**src/rtl/ioctl_cart_loader.sv**
```systemverilog
// Receives the HPS ioctl download for the cartridge slot and writes each byte into
// cartridge RAM through a one-entry buffer with a req/ack port, stalling the host via ioctl_wait.
module ioctl_cart_loader #(
   parameter int          ADDR_W     = 12,
   parameter logic [7:0]  CART_INDEX = 8'h01,
   parameter logic [7:0]  INDEX_MASK = 8'h3F
) (
   input  logic              clk,
   input  logic              reset_n,
   input  logic              ioctl_download,
   input  logic [7:0]        ioctl_index,
   input  logic              ioctl_wr,
   input  logic [24:0]       ioctl_addr,
   input  logic [7:0]        ioctl_dout,
   output logic              ioctl_wait,
   output logic [ADDR_W-1:0] mem_addr,
   output logic [7:0]        mem_data,
   output logic              mem_req,
   input  logic              mem_ack,
   output logic              loading,
   output logic              cart_valid,
   output logic [ADDR_W:0]   cart_size,
   output logic              err_overflow,
   output logic              err_protocol,
   output logic [1:0]        dbg_state
);

   localparam logic [1:0] ST_IDLE  = 2'd0;
   localparam logic [1:0] ST_LOAD  = 2'd1;
   localparam logic [1:0] ST_FLUSH = 2'd2;
   localparam logic [1:0] ST_DONE  = 2'd3;
   localparam logic [ADDR_W:0] SIZE_ONE = 1;

   // Handshake: mem_req rises the cycle after a byte is buffered and holds
   // mem_addr/mem_data stable until a cycle with mem_ack; ioctl_wait mirrors
   // the buffer-full flag so a compliant host never strobes into a full buffer.
   logic [1:0]        state_q, state_d;
   logic              dl_q, dl_d;
   logic              full_q, full_d;
   logic [ADDR_W-1:0] addr_q, addr_d;
   logic [7:0]        data_q, data_d;
   logic              loading_q, loading_d;
   logic              valid_q, valid_d;
   logic [ADDR_W:0]   size_q, size_d;
   logic              ovf_q, ovf_d;
   logic              prot_q, prot_d;

   logic              rise, match, ack, in_range;
   logic [ADDR_W:0]   next_size;

   always_comb begin
      state_d   = state_q;
      dl_d      = ioctl_download;
      full_d    = full_q;
      addr_d    = addr_q;
      data_d    = data_q;
      loading_d = loading_q;
      valid_d   = valid_q;
      size_d    = size_q;
      ovf_d     = ovf_q;
      prot_d    = prot_q;

      rise      = ioctl_download & ~dl_q;
      match     = ((ioctl_index ^ CART_INDEX) & INDEX_MASK) == 8'h00;
      ack       = mem_ack & full_q;
      in_range  = (ioctl_addr >> ADDR_W) == 25'd0;
      next_size = {1'b0, addr_q} + SIZE_ONE;

      // An ack retires the buffered byte in LOAD and FLUSH alike; acks without a request are ignored.
      if (ack) begin
         full_d = 1'b0;
         if (next_size > size_q) size_d = next_size;
      end

      case (state_q)
         ST_IDLE, ST_DONE: begin
            if (rise && match) begin
               state_d   = ST_LOAD;
               loading_d = 1'b1;
               valid_d   = 1'b0;
               size_d    = '0;
               ovf_d     = 1'b0;
               prot_d    = 1'b0;
            end
         end
         ST_LOAD: begin
            if (ioctl_wr) begin
               if (!in_range) begin
                  ovf_d = 1'b1;
               end else if (!full_q || mem_ack) begin
                  addr_d = ioctl_addr[ADDR_W-1:0];
                  data_d = ioctl_dout;
                  full_d = 1'b1;
               end else begin
                  prot_d = 1'b1;
               end
            end
            if (!ioctl_download) state_d = ST_FLUSH;
         end
         ST_FLUSH: begin
            if (!full_q) begin
               state_d   = ST_DONE;
               loading_d = 1'b0;
               valid_d   = 1'b1;
            end
         end
         default: state_d = ST_IDLE;
      endcase
   end

   // dl_q resets high so a download still asserted across reset is not seen as a new edge.
   always_ff @(posedge clk or negedge reset_n) begin
      if (!reset_n) begin
         state_q   <= ST_IDLE;
         dl_q      <= 1'b1;
         full_q    <= 1'b0;
         addr_q    <= '0;
         data_q    <= '0;
         loading_q <= 1'b0;
         valid_q   <= 1'b0;
         size_q    <= '0;
         ovf_q     <= 1'b0;
         prot_q    <= 1'b0;
      end else begin
         state_q   <= state_d;
         dl_q      <= dl_d;
         full_q    <= full_d;
         addr_q    <= addr_d;
         data_q    <= data_d;
         loading_q <= loading_d;
         valid_q   <= valid_d;
         size_q    <= size_d;
         ovf_q     <= ovf_d;
         prot_q    <= prot_d;
      end
   end

   assign ioctl_wait   = full_q;
   assign mem_req      = full_q;
   assign mem_addr     = addr_q;
   assign mem_data     = data_q;
   assign loading      = loading_q;
   assign cart_valid   = valid_q;
   assign cart_size    = size_q;
   assign err_overflow = ovf_q;
   assign err_protocol = prot_q;
   assign dbg_state    = state_q;

endmodule

```
**config.mk**
```make
export PLATFORM = sky130hd
export DESIGN_NAME = ioctl_cart_loader
export DESIGN_NICKNAME = d
export VERILOG_FILES = /design/src/rtl/ioctl_cart_loader.sv
export SDC_FILE = /design/constraint.sdc
export NUM_CORES = 1
export LEC_CHECK = 0
export ABC_AREA = 1
export BUFFER_PORTS_ARGS = -buffer_cell sky130_fd_sc_hd__buf_4
export CAP_MARGIN = 15
export CORE_UTILIZATION = 55
export DETAILED_ROUTE_END_ITERATION = 10
export PLACE_DENSITY_LB_ADDON = 0.05
export SETUP_SLACK_MARGIN = 0.02
export SLEW_MARGIN = 25
export SYNTH_ARGS = -nofsm -noshare
export SYNTH_HDL_FRONTEND = slang
export SYNTH_SLANG_ARGS = --single-unit
```
**constraint.sdc**
```tcl
create_clock -name clk -period 4.5 [get_ports clk]
set_input_delay 0.225 -clock clk [delete_from_list [all_inputs] [get_ports clk]]
set_output_delay 0.225 -clock clk [all_outputs]
set_load 0.1 [all_outputs]
```
---- Word level (Yosys, flattened, before mapping) ----
Cells that the tools add are included.
storage, ports and cells
  register bits ........................... 41
  input bits .............................. 46
  output and inout port bits .............. 41
  word-level logic and storage cells ...... 66
operators by class
  $add $sub $neg .......................... 1
  magnitude comparators ................... 1
  equal/unequal tests ..................... 10
  multiplexer cells ....................... 26
  bitwise logic cells ..................... 4
  reductions and logical operators ........ 14
operator list
  cell                                                 number
  two-way mux 13 bit                                   4
  logical NOT 25 bit                                   1
  two-way mux 1 bit                                    14
  inequality test 2 bit, second input constant         7
  adder 12 x 1 -> 13 bit, second input constant        1
  greater-than comparator 13 bit                       1
  logical NOT 8 bit                                    1
  case mux 1 bit (2 select lines)                      4
  AND reduction 4 bit                                  2
  two-way mux 2 bit                                    3
  case mux 2 bit (3 select lines)                      1
  AND reduction 3 bit                                  2
  AND reduction 5 bit                                  1
  equality test 2 bit, second input constant           2
  nonzero test 2 bit                                   2
  bitwise AND 1 bit                                    2
  equality test 2 x 1 -> 1 bit, second input constant  1
  logical NOT 2 bit                                    1
  NOT 1 bit                                            2
  OR reduction 2 bit                                   1
  logical AND 1 bit                                    1
  logical NOT 1 bit                                    1
  logical OR 1 bit                                     1

---- Longest topological paths before layout ----
  depth in word-level cells ............... 6
  gate-level depth with buffers ........... 19
  depth with buffers taken out ............ 18

---- Worst setup path before layout ----
OpenSTA, ideal clock, no wires.
  path kind ............................... reg-to-reg
  start ................................... register addr_q[4], in the netlist mem_addr[4]
  end ..................................... register size_q[10], in the netlist cart_size[10]
  library setup time ...................... 0.123 ns
  arrival ................................. 2.790 ns
  data required time ...................... 4.377 ns
  setup slack ............................. 1.587 ns
  stages on the path, launching flop included .. 16
  buffers on the path ..................... 1
  period minus slack after synthesis ...... 2.913 ns
  cells stage by stage .................... dfrtp_1 nand2_1 nor2_2 nand3_1 xor2_1 inv_1 ha_1 nand2_1 inv_2 nand2_1 nand2_1 a21oi_2 nand2_4 buf_12 a21oi_1 nor2_1
on the way
  word-level cells in the longest chain between the ends .. 6
ends and longest elaborated chain
  element                         line  text
  from (decl)                     40    logic [ADDR_W-1:0] addr_q, addr_d;
  from (signal assigned)          128   addr_q <= addr_d;
  adder 12 x 1 -> 13 bit *        67    next_size = {1'b0, addr_q} + SIZE_ONE;
  greater-than comparator 13 bit  72    if (next_size > size_q) size_d = next_size;
  two-way mux 13 bit *            72
  two-way mux 13 bit *            70    if (ack) begin
  two-way mux 13 bit              77    if (rise && match) begin
  two-way mux 13 bit *            75    case (state_q)
  named net size_d[10]            44    logic [ADDR_W:0] size_q, size_d;
  to (signal assigned)            132   size_q <= size_d;
  to (decl)                       44
The timed path passes the listed nets; every way through them passes the cells marked *.
A chain may end at the register's enable or synchronous reset.

---- Worst setup path after layout ----
  start ................................... register addr_q[0], in the netlist mem_addr[0]
  end ..................................... register size_q[4], in the netlist cart_size[4]
Same word-level chain as after synthesis.

==> impl.org <==
** Outcome
- Result of the run :: finished with violations
- The checks that failed: DRC.

** Logic synthesis
- Post-synthesis instance total :: approximately 350
- Warnings, synthesis :: 0
- Most used flip-flop cell after synthesis :: dfrtp_1
- Synthesis instantiated 27 different standard cells from the library.
- A synthesized cell averages approximately 7.5 µm².
- Cell taking the most area after synthesis :: dfrtp_1
- Top post-synthesis cells by count :: nand2_1 (97), inv_1 (50), dfrtp_1 (40), nand3_1 (39), nor2_1 (38)
- Post-Syn Nets :: 417
- Async SR Flop Fraction :: 100.0%
- Mapped Area :: approximately 0.0026 mm²
- Number of synthesized flops with an enable pin :: 0
- Counting flops and latches in the post-synthesis netlist gives 41.
- Sequential fraction of the synthesis area :: between 30 and 40%
- nand2_1 is the most common cell in the netlist.
- Proportion of netlist area held by the largest area contributor :: a little under two fifths
- Largest cells by area after synthesis :: dfrtp_1 (38%), nand2_1 (14%), ha_1 (8.5%)

** Pwr
- In this run the static leakage power is ~1.9 nW.
- For this design the ratio of total power to cell area is 311.3 mW/mm².
- Combinational power share :: approximately 38%
- The internal power of the cells totals 605.3 µW.
- Registers are responsible for 39.1% of the overall power.
- In this run, the clock network consumes a little under a quarter of the power.
- Net switching share of the total power :: between 40% and 50%
- Net switching component of the power :: roughly 440 µW
- IR analysis of the VDD net gives a maximum drop of 0.5709 mV.

** Detailed routing
- Routed vias :: 2491
- Antenna-violating nets left :: 0
- 1st-iter DRT viols :: around 130
- The routed design has between 5 and 6 mm of wire.
- For this run, design rule violations remaining after detail routing come to 3.
- Drt first pass iters :: 7
- Routed length per instance :: roughly 12 µm
- In the routed layout, each cell is associated on average with a via count of roughly 5.1.

** Clocking
- Post-CTS Setup Inserts :: 0
- For this design, the sink count on the clock tree is between 40 and 50.
- Clk pin slew, worst setup/hold paths :: 0.08 ns
- Maximum buffer depth of the clock tree :: 2
- Clock tree synthesis selected as its root buffer the cell clkbuf_8.
- Number of buffers created by CTS :: 5
- CTS H-tree lvls :: 2
- TritonCTS built the clock tree.
- At the later pin of the worst-skew pair, clock insertion delay measures 0.30 ns.

** Worst setup path
- Largest fanout of any net on the critical path :: 24
- STA puts the critical path data arrival time at 3.12 ns.
- Slowest cell delay on critical path :: between 0.7 and 0.8 ns
- Worst setup path category :: flip-flop to flip-flop
- Cell with the largest stage delay on the worst path :: nor2_2
- Required @ worst endpoint :: ~4.7 ns
- Cells traversed along the worst timing path :: ha_1 > nand3_1 > xor2_1 > inv_1 > ha_1 > nand2_1 > inv_2 > nand4_1 > nor2_2 > nor2_2 > nand3_1 > nand2_1 > nor2_1
- The worst setup path is launched from a flip-flop.
- Critical path endpoint category :: flip-flop

** Timing
- Hold is met by roughly 0.06 ns.
- Setup repair after global routing missed its margin :: false
- Min cycle time layout :: a little under 3 ns
- After layout, the worst path uses approximately 65% of the clock period.
- Max-slew headroom :: between 30% and 40%
- TNS Setup :: 0 ns
- Worst setup skew after layout :: around 0.009 ns
- Final setup violation count :: 0
- Actual slew at the worst max-slew pin :: approximately 1.0 ns
- FMAX :: between 300 and 400 MHz
- Hold Vio Cnt, Final :: 0
- Max Transition Viols Final :: 0

** Placement
- Number of buffer cells added on primary ports :: 84
- GP Congestion :: a little over 0.8
- HPWL after detailed placement :: 4.504 mm

** Layout
- After the last flow step, the layout net total stands at 500.
- The layout has between 300 and 400 filler cells.
- 0 antenna diodes ended up in the layout.
- Area delta synth->final :: 26.56%
- Cells with a size suffix above 1 make up 28.15% of the layout.

** Floorplan
- I/O Pins :: slightly below 90
- Die height :: ~71 µm
- In this run the horizontal extent of the chip is between 70 and 80 µm.
- The core region is 0.004504 mm².
- The floorplan has 24 rows.
- Initial Utilization :: around three fifths
- Die Outline Area :: between 0.005 and 0.006 mm²

** GRT
- Number of antenna violations at the first check in global routing :: 0
- The via count of the first global-routing pass came to 2379.
- Global routing consumed, over all layers together, between 20% and 30% of the routing resources.
- First-pass GRT wire length :: approximately 10 mm
- Global routing finished with a remaining overflow of 0.
- Entering global routing, the biggest net connects 42 pins.

** Flow run
- Across the run, the number of max-cap violations was 0.

** Worst hold path
- The path class of the tightest hold or removal check is input port to flip-flop.
-- state kept, by name, summed over array words and instances, names as in the netlist --
name          flops
cart_size        13
cart_valid        1
dbg_state         2
dl_q              1
err_overflow      1
err_protocol      1
ioctl_wait        1
loading           1
mem_addr         12
mem_data          8
-- kinds of logic after synthesis --
logic type                 Yosys count  synth area share, %
DFF                                 41                38.80
xor gates and xnor gates             5                1.654
adders and majority gates           18                8.507
and+or+nand+nor                    196                32.47
buffers and inverters               61                10.73
AOI/OAI and AO/OA                   32                7.845
-- power groups by stage --
| stage | registers [mW] | clock network (mW) | logic (mW) |
|---|---|---|---|
| 3_5_place_dp | 0.414 | 0 | 0.391 |
| 6_report | 0.407 | 0.243 | 0.393 |
| 5_1_grt | 0.412 | 0.261 | 0.428 |
| 2_1_floorplan | 0.561 | 0 | 0.137 |
| 3_3_place_gp | 0.414 | 0 | 0.381 |
| 4_1_cts | 0.407 | 0.248 | 0.391 |
-- worst max-delay path, delay by kind of cell, from the launching register on --
family | cells | cell delay [ns]
flip-flops | 1 | 0.48
XOR/XNOR | 1 | 0.23
adder cells (fa/ha/maj) | 2 | 0.58
AND/OR/NAND/NOR | 8 | 1.40
buffers and inverters | 2 | 0.12
-- routing by layer --
metal | vias up | routed length [µm] | GRT usage (%)
met4 | 0 | 74 | 8.000
met1 | 1148 | 2554 | 30.51
met2 | 62 | 3023 | 44.23
met3 | 10 | 292 | 6.329
met5 | - | 0 | 0
li1 | 1271 | - | -
-- stage by stage --
stage / setup WS (ns) / instances / total power, mW / cell area (µm²) / util, %
after CTS: 1.573 / 489 / 1.046 / 3351 / 74.39
after detailed placement: 1.588 / 480 / 0.8045 / 3254 / 72.25
after floorplan: 1.587 / 353 / 0.6975 / 2648 / -
after global placement: 1.597 / 480 / 0.7947 / 3254 / 72.25
after global routing: 1.221 / 489 / 1.101 / 3351 / 74.39
final: 1.576 / 489 / 1.043 / 3351 / 74.39
-- worst paths after layout --
path / endpoint / slack (ns) / startpoint / cells after the start
max reg2reg: cart_size[4] / 1.58 / mem_addr[0] / 13
min reg2reg: mem_data[3] / 0.48 / mem_data[3] / 2
max: cart_size[4] / 1.58 / mem_addr[0] / 13
min: dl_q / 0.06 / ioctl_download / 1
min in group asynchronous: cart_size[7] / 0.44 / reset_n / 2
max in group asynchronous: dl_q / 3.66 / reset_n / 2
-- layout make-up --
class                   count  area, µm²  area share [%]
multi-input cells         251       1336           39.88
flip-flops and latches     41       1027           30.66
repair buffers             85      640.6           19.12
inverters                  52      195.2           5.825
clock buffers               5      68.82           2.054
well taps                  52      65.06           1.942
clock inverters             3      17.52          0.5228
-- cell usage in the layout, fill, tap and decap left out, types with 2 or more instances in the layout --
| cell type | instances |
|---|---|
| nand2_4 | 2 |
| nor2_1 | 38 |
| clkbuf_8 | 5 |
| inv_1 | 50 |
| nor4_1 | 2 |
| nand3_1 | 39 |
| dfrtp_1 | 40 |
| a21oi_2 | 12 |
| nand4_1 | 4 |
| xor2_1 | 4 |
| clkinv_2 | 2 |
| buf_4 | 84 |
| a21oi_1 | 13 |
| o21ai_0 | 6 |
| ha_1 | 18 |
| nor2_4 | 2 |
| nand2_2 | 4 |
| nor2_2 | 7 |
| inv_2 | 2 |
| nand2_1 | 97 |
-- what timing repair did --
item,in CTS,in global routing
gates resized for setup,0,0
hold buffers,1,0
endpoints found under the hold margin,40,0
No activity file was read; power rests on OpenSTA's default activity.
